$ cat config.mk
export PLATFORM = sky130hd
export DESIGN_NAME = if_stage_flat
export DESIGN_NICKNAME = d
export VERILOG_FILES = /design/src/rtl/if_pkg.sv /design/src/rtl/if_stage_if.sv /design/src/rtl/if_id_reg.sv /design/src/rtl/if_stage.sv /design/src/flat_wrapper.sv
export SDC_FILE = /design/constraint.sdc
export NUM_CORES = 1
export LEC_CHECK = 0
export BUFFER_PORTS_ARGS = -buffer_cell sky130_fd_sc_hd__buf_4
export CORE_MARGIN = 2
export CORE_UTILIZATION = 42
export CTS_CLUSTER_DIAMETER = 200
export DETAILED_ROUTE_END_ITERATION = 16
export MAX_ROUTING_LAYER = met4
export PLACE_DENSITY_LB_ADDON = 0.12
export SLEW_MARGIN = 20
export SYNTH_ARGS = -nofsm -noshare
export SYNTH_HDL_FRONTEND = slang
export SYNTH_SLANG_ARGS = --single-unit
$ cat constraint.sdc
create_clock -name clk -period 2.6 [get_ports clk]
set_input_delay 0.39 -clock clk [delete_from_list [all_inputs] [get_ports clk]]
set_output_delay 0.39 -clock clk [all_outputs]
set_load 0.03 [all_outputs]
$ cat src/rtl/if_pkg.sv
// Shared types and defaults for the instruction-fetch stage.
// Provides the default reset PC, bubble word, FSM state enum and IF/ID bundle.
package if_pkg;

   localparam logic [31:0] RESET_PC = 32'h0000_0000;
   localparam logic [31:0] NOP_INST = 32'h0000_0000;

   typedef enum logic [0:0] {
      RUN      = 1'b0,
      REDIRECT = 1'b1
   } if_state_t;

   typedef struct packed {
      logic [31:0] inst;
      logic [31:0] pc_4;
      logic        valid;
   } if_id_t;

endpackage

$ cat src/rtl/if_stage_if.sv
// Instruction-memory bus between the fetch stage (master) and imem (slave).
// Signals: imem_req/imem_addr from fetch, imem_rdata/imem_ready from memory.
interface if_stage_if;

   logic        imem_req;
   logic [31:0] imem_addr;
   logic [31:0] imem_rdata;
   logic        imem_ready;

   modport master (
      output imem_req,
      output imem_addr,
      input  imem_rdata,
      input  imem_ready
   );

   modport slave (
      input  imem_req,
      input  imem_addr,
      output imem_rdata,
      output imem_ready
   );

endinterface

$ cat src/rtl/if_id_reg.sv
// IF/ID pipeline register with hold, bubble-load and normal-load controls.
// Ports: clk, rst_n, hold_i > bubble_i > load_i, d_i bundle in, q_o bundle out.
module if_id_reg
   import if_pkg::*;
#(
   parameter logic [31:0] BUBBLE_INST = NOP_INST
) (
   input  logic   clk,
   input  logic   rst_n,
   input  logic   hold_i,
   input  logic   bubble_i,
   input  logic   load_i,
   input  if_id_t d_i,
   output if_id_t q_o
);

   if_id_t ifid_q;
   if_id_t ifid_d;
   if_id_t bubble;

   assign bubble = '{inst: BUBBLE_INST, pc_4: 32'd0, valid: 1'b0};

   always_comb begin
      ifid_d = ifid_q;
      if (hold_i)
         ifid_d = ifid_q;
      else if (bubble_i)
         ifid_d = bubble;
      else if (load_i)
         ifid_d = d_i;
   end

   always_ff @(posedge clk or negedge rst_n) begin
      if (!rst_n)
         ifid_q <= bubble;
      else
         ifid_q <= ifid_d;
   end

   assign q_o = ifid_q;

endmodule

$ cat src/rtl/if_stage.sv
// Instruction fetch: PC, redirect FSM and IF/ID register feeding decode.
// Ports: clk, rst_n, imem bus (master), stall, branch_taken/target,
// id_inst, id_pc_4, id_valid. Optional MIPS delay slot: IF_DELAY_SLOT_EN.
module if_stage #(
   parameter logic [31:0] RESET_PC = if_pkg::RESET_PC,
   parameter logic [31:0] NOP_INST = if_pkg::NOP_INST
) (
   input  logic               clk,
   input  logic               rst_n,
   if_stage_if.master         imem,
   input  logic               stall,
   input  logic               branch_taken,
   input  logic [31:0]        branch_target,
   output logic [31:0]        id_inst,
   output logic [31:0]        id_pc_4,
   output logic               id_valid
);

   import if_pkg::*;

   localparam logic [0:0] S_RUN   = RUN;
   localparam logic [0:0] S_REDIR = REDIRECT;

   logic [31:0] pc_q, pc_d;
   logic [31:0] redir_q, redir_d;
   logic [0:0]  st_q, st_d;
   logic [31:0] pc_4;
   logic        hold, bub, load;
   if_id_t      ifid_d;
   if_id_t      ifid_q;

   assign pc_4 = pc_q + 32'd4;

   always_comb begin
      pc_d    = pc_q;
      redir_d = redir_q;
      st_d    = st_q;
      hold    = 1'b0;
      bub     = 1'b0;
      load    = 1'b0;
      unique case (st_q)
         S_RUN: begin
            if (branch_taken) begin
               // Without ready the access in flight keeps its address;
               // the target is parked until that access retires.
               if (imem.imem_ready) begin
                  pc_d = branch_target;
               end else begin
                  redir_d = branch_target;
                  st_d    = S_REDIR;
               end
`ifdef IF_DELAY_SLOT_EN
               if (stall)
                  hold = 1'b1;
               else if (imem.imem_ready)
                  load = 1'b1;
               else
                  bub = 1'b1;
`else
               bub = 1'b1;
`endif
            end else if (stall) begin
               hold = 1'b1;
            end else if (imem.imem_ready) begin
               load = 1'b1;
               pc_d = pc_4;
            end else begin
               bub = 1'b1;
            end
         end
         S_REDIR: begin
            if (imem.imem_ready) begin
               pc_d = redir_q;
               st_d = S_RUN;
`ifdef IF_DELAY_SLOT_EN
               load = 1'b1;
`else
               bub = 1'b1;
`endif
            end else begin
               bub = 1'b1;
            end
         end
         default: begin
            st_d = S_RUN;
         end
      endcase
   end

   always_ff @(posedge clk or negedge rst_n) begin
      if (!rst_n) begin
         pc_q    <= RESET_PC;
         redir_q <= 32'd0;
         st_q    <= S_RUN;
      end else begin
         pc_q    <= pc_d;
         redir_q <= redir_d;
         st_q    <= st_d;
      end
   end

   assign ifid_d = '{inst: imem.imem_rdata, pc_4: pc_4, valid: 1'b1};

   if_id_reg #(
      .BUBBLE_INST(NOP_INST)
   ) u_if_id (
      .clk      (clk),
      .rst_n    (rst_n),
      .hold_i   (hold),
      .bubble_i (bub),
      .load_i   (load),
      .d_i      (ifid_d),
      .q_o      (ifid_q)
   );

   assign imem.imem_req  = rst_n;
   assign imem.imem_addr = pc_q;
   assign id_inst        = ifid_q.inst;
   assign id_pc_4        = ifid_q.pc_4;
   assign id_valid       = ifid_q.valid;

endmodule

$ cat src/flat_wrapper.sv
// flat-port wrapper written by rule: the top's interface ports become plain ports
module if_stage_flat import if_pkg::*;
#(
   parameter logic [31:0] RESET_PC = if_pkg::RESET_PC,
   parameter logic [31:0] NOP_INST = if_pkg::NOP_INST
)
  (clk, rst_n, stall, branch_taken, branch_target, id_inst, id_pc_4, id_valid, imem_imem_req, imem_imem_addr, imem_imem_rdata, imem_imem_ready);
  if_stage_if imem_i ();
  input  logic clk;
  input  logic rst_n;
  input  logic stall;
  input  logic branch_taken;
  input  logic [31:0] branch_target;
  output logic [31:0] id_inst;
  output logic [31:0] id_pc_4;
  output logic id_valid;
  output wire logic [$bits(imem_i.imem_req)-1:0] imem_imem_req;
  output wire logic [$bits(imem_i.imem_addr)-1:0] imem_imem_addr;
  input wire logic [$bits(imem_i.imem_rdata)-1:0] imem_imem_rdata;
  input wire logic [$bits(imem_i.imem_ready)-1:0] imem_imem_ready;
  assign imem_imem_req = imem_i.imem_req;
  assign imem_imem_addr = imem_i.imem_addr;
  assign imem_i.imem_rdata = imem_imem_rdata;
  assign imem_i.imem_ready = imem_imem_ready;
  if_stage #(.RESET_PC(RESET_PC), .NOP_INST(NOP_INST)) u_core (.clk(clk), .rst_n(rst_n), .imem(imem_i), .stall(stall), .branch_taken(branch_taken), .branch_target(branch_target), .id_inst(id_inst), .id_pc_4(id_pc_4), .id_valid(id_valid));
endmodule
=== Word-level counts from Yosys, hierarchy flattened ===
Index checks and enable logic that the tools add are counted.

* Register bits after elaboration: 130
* Latch bits: 0
* Memory bits (writable): 0
* ROM bits: 0
* Input port bits: 69
* Output and inout port bits: 98
* Word-level logic and storage cells: 38
* Memories kept: 0

* Add/subtract/negate cells: 1
* Multipliers: 0
* Divide/modulo/power cells: 0
* $lt $le $gt $ge: 0
* Equality and inequality tests: 3
* Shift operators: 0
* Multiplexer cells: 21
* Bitwise gates (word level): 3
* Reductions and logical operators: 4

{| class="wikitable"
|+ Operators by type and width
! operator !! count
|-
| 32-bit two-way mux || 5
|-
| 65-bit two-way mux || 2
|-
| 32-bit case mux with 2 select lines || 1
|-
| 32-bit by 3-bit adder with 32-bit output, second input constant || 1
|-
| 1-bit two-way mux || 11
|-
| 3-bit AND reduction || 2
|-
| 2-bit != test, second input constant || 2
|-
| 1-bit case mux with 2 select lines || 2
|-
| 3-bit != test, second input constant || 1
|-
| 1-bit inverter || 3
|-
| 2-bit AND reduction || 1
|-
| 2-bit nonzero test || 1
|}

=== Depth between registers and ports, before layout ===
* Depth in word-level cells: 6
* Gate-level depth with buffers: 8
* Depth with buffers taken out: 6

=== By module ===
Synthesis repeated with hierarchy kept, for this count alone.

* Cell total of the unflattened synthesis: 781
* Area, all modules: 7,762.4 µm²

{| class="wikitable"
|+ By module, submodules not included
! module !! instances !! cells each !! area each (µm²) !! seq. area each (µm²)
|-
| if_stage || 1 || 420 || 4,065.1 || 1,626.6
|-
| if_id_reg || 1 || 361 || 3,697.3 || 1,626.6
|}

=== Worst setup path after synthesis ===
Ideal clock, no wire load.

* Path kind: reg2reg
* Start point: register u_core.pc_q[5], in the netlist u_core.imem.imem_addr[5]
* End point: register u_core.pc_q[27], in the netlist u_core.imem.imem_addr[27]
* Setup time: 144 ps
* Arrival: 2,073 ps
* Required time: 2,456 ps
* Setup slack: 383 ps
* Cell stages (with the launch flop): 7
* Path buffers: 1
* Period minus slack after synthesis: 2,217 ps
* Path through: dfrtp_1 -> clkbuf_2 -> nand4_4 -> or3_4 -> or4_4 -> o211ai_1 -> o311ai_1

* Word-level cells in the longest chain between the ends: 5

{| class="wikitable"
|+ Ends and longest elaborated chain
! what !! RTL line !! source
|-
| from (decl) || if_stage.sv:24 || <nowiki>logic [31:0] pc_q, pc_d;</nowiki>
|-
| from (signal assigned) || if_stage.sv:96 || <nowiki>pc_q <= pc_d;</nowiki>
|-
| 32-bit by 3-bit adder with 32-bit output || if_stage.sv:32 || <nowiki>assign pc_4 = pc_q + 32'd4;</nowiki>
|-
| 32-bit two-way mux || if_stage.sv:64 || <nowiki>end else if (imem.imem_ready) begin</nowiki>
|-
| 32-bit two-way mux || if_stage.sv:62 || <nowiki>end else if (stall) begin</nowiki>
|-
| 32-bit two-way mux || if_stage.sv:43 || <nowiki>if (branch_taken) begin</nowiki>
|-
| 32-bit case mux with 2 select lines || if_stage.sv:41 || <nowiki>unique case (st_q)</nowiki>
|}

Every way passes these cells. The select of a mux whose other input is x is not followed.
A chain may end at the register's enable or synchronous reset.

=== Worst setup path in the final report ===
* Start point: register u_core.pc_q[13], in the netlist u_core.imem.imem_addr[13]
* End point: register u_core.pc_q[26], in the netlist u_core.imem.imem_addr[26]

The elaborated chain is that of the path after synthesis.

==> impl_results.md <==
* Detailed-route via count at 5162
* H-tree levels at 4
* Number of synthesized flops with an enable pin at 0
* Die Y at 124.0 um
* Std cell rows at 43
* Post-synth top area share at 53.77%
* HP Class: in -> async
* Yosys Warn Count at 0
* Bufs on Longest Clock Path at 2
* Pins Over Slew Limit at 0
* Clock Skew at 0.005450 ns
* First-pass GRT wire length at 26.34 mm
* RSZ-0062 raised after global routing: no
* Most common cell after layout, fill and taps aside: buf_4
* Cell total after placement at 885
* CTS Root Cell: clkbuf_16
* Worst Path Required at 2.93 ns
* Least-Margin Pin Slew at 0.8254 ns
* Setup repair bufs after CTS at 0
* Initial DRC count at 441
* DRT Pass-1 Iters at 7
* Async SR Flop Fraction at 100.0%
* WS Path Type: reg -> reg
* Antenna violations before repair at 0
* Non-Filler Instances at 914
* TNS Setup at 0 ns
* Status: finished clean
* Final hold viol count at 0
* Via/cell ratio at 5.648
* PwrDens at 769.6 nW/um^2
* Period minus WS final at 2.320 ns
* CP arrival at 2.65 ns
* Worst-path fanout max at 8
* Clk pin slew, worst setup/hold paths at 0.05 ns
* Hold WS at 0.1254 ns
* CTS tree: yes
* Commonest cells after routing, fill and taps aside: 185 x buf_4, 130 x dfrtp_1, 64 x nand2_1, 61 x o21ai_0, 41 x a22o_1
* Total GRT Usage at 23.32%
* Post-synth top flop: dfrtp_1
* Largest net degree at the start of global routing at 131
* Drt wl/cell at 18.93 um
* Post-DP HPWL at 12.31 mm
* Seq cells post-synth at 130
* Placer Congestion at 0.8588
* Fmax at 431.1 MHz
* Hold buffer count at CTS at 0
* Diode count at 0
* Synth area leaders: dfrtp_1 54%, mux2_2 6.1%, a22o_1 5.9%
* Setup violators final at 0
* Mapped cell area at 6050 um^2
* Full die area at 15380 um^2
* Max Cap Viol at 0
* Horiz. Die Dim at 124.0 um
* Starting density of the core at 43.25%
* Layout area overhead at 33.92%
* Post-synth net total at 632
* Fin nets at 794
* Area leader, netlist: dfrtp_1
* CTS Buf Count at 17
* # clock sinks at 130
* Register area share after synthesis at 53.77%
* Mean Syn Cell Area at 10.76 um^2
* Final WL at 17.30 mm
* Relative slew slack at 44.20%
* Core Area at 13990 um^2
* Clock latency on the worst-skew pair at 0.41 ns
* Total gr overflow at 0
* Pleak at 3.732 nW
* # DRC at 0
* Post-DP Area at 7518 um^2
* Share of cells above drive strength 1 at 35.56%
* # IOs at 167
* Vias in the first global route at 4931
* Crit end category: flip-flop
* Synth unique cells at 56
* ANT nets after route at 0
* Tot Pwr at 0.006235 W
* VDD IR max at 431.0 uV
* Final Cell Area at 8102 um^2
* CP Launch Type: flip-flop
* Final period utilization at 89.22%
* Number of port buffers at 166
* PostCTS Resize Cnt at 0
* Synth Instances at 562
## final timing paths
check | from | to | slack (ns) | cells past startpoint
min in group clk | imem_imem_rdata[23] | u_core.u_if_id.q_o[56] | 0.19 | 2
worst min register to register | u_core.u_if_id.q_o[13] | u_core.u_if_id.q_o[13] | 0.48 | 2
worst min-delay path | rst_n | u_core.u_if_id.q_o[33] | 0.13 | 2
max in group asynchronous | rst_n | u_core.redir_q[6] | 1.97 | 2
worst max register to register | u_core.imem.imem_addr[13] | u_core.imem.imem_addr[26] | 0.28 | 5
worst max-delay path | u_core.imem.imem_addr[13] | u_core.imem.imem_addr[26] | 0.28 | 5
## metrics by stage
step	setup slack (ns)	util, %
2_1_floorplan	0.3832	-
3_3_place_gp	0.4303	53.75
3_5_place_dp	0.3209	53.75
4_1_cts	0.2962	57.92
5_1_grt	0.1395	57.92
6_report	0.2803	57.92
## kinds of logic after synthesis
logic type | share of synthesized area [%]
AO/OA/AOI/OAI | 19.26
XOR/XNOR | 3.909
AND/OR/NAND/NOR | 12.70
multiplexers | 6.825
flip-flops | 53.77
buffers and inverters | 3.330
adder cells (fa/ha/maj) | 0.2068
## synth_stat cells (all sizes together) (7+ instances only)
cell type  number
a21oi          16
a22o           41
a22oi           8
buf            15
clkbuf         28
dfrtp         130
inv             7
mux2           34
nand2          64
nand3          15
nand4          11
nor2           22
nor3            7
nor4            7
o21ai          62
o22ai           9
xnor2          17
xor2           10
## report_power, final
group	internal, W	leakage, nW	switching, W
registers	0.00227	1.67	0.000290
clock network	0.00156	0.289	0.000811
logic	0.000550	1.77	0.000757
total	0.00438	3.73	0.00186
## layout make-up
cell class,count,area (um^2)
Inverter,7,26.28
Timing Repair Buffer,186,1409
Clock inverter,6,105.1
Tap cell,180,225.2
Sequential cell,130,3253
Fill cell,1230,5887
Multi-Input combinational cell,382,2605
Clock buffer,23,478.0
## critical path, cell delays in order, from the launching register on
cell     delay (ns)
dfrtp_1        0.51
nand4_1        0.25
nor4b_1        0.75
nand4_1        0.28
o31a_1         0.30
o22ai_1        0.15
## metal layers
metal,global-route usage [%],wire (um)
met1,31.27,7674
met2,35.23,7919
met3,6.044,1522
met4,6.531,183
met5,-,0
## state kept, by name (all words and copies together), names as in the netlist
| register | count |
|---|---|
| u_core.st_q | 1 |
| u_core.redir_q | 32 |
| u_core.u_if_id.q_o | 65 |
| u_core.imem.imem_addr | 32 |
Note: power is estimated with default switching activity, not from simulation.
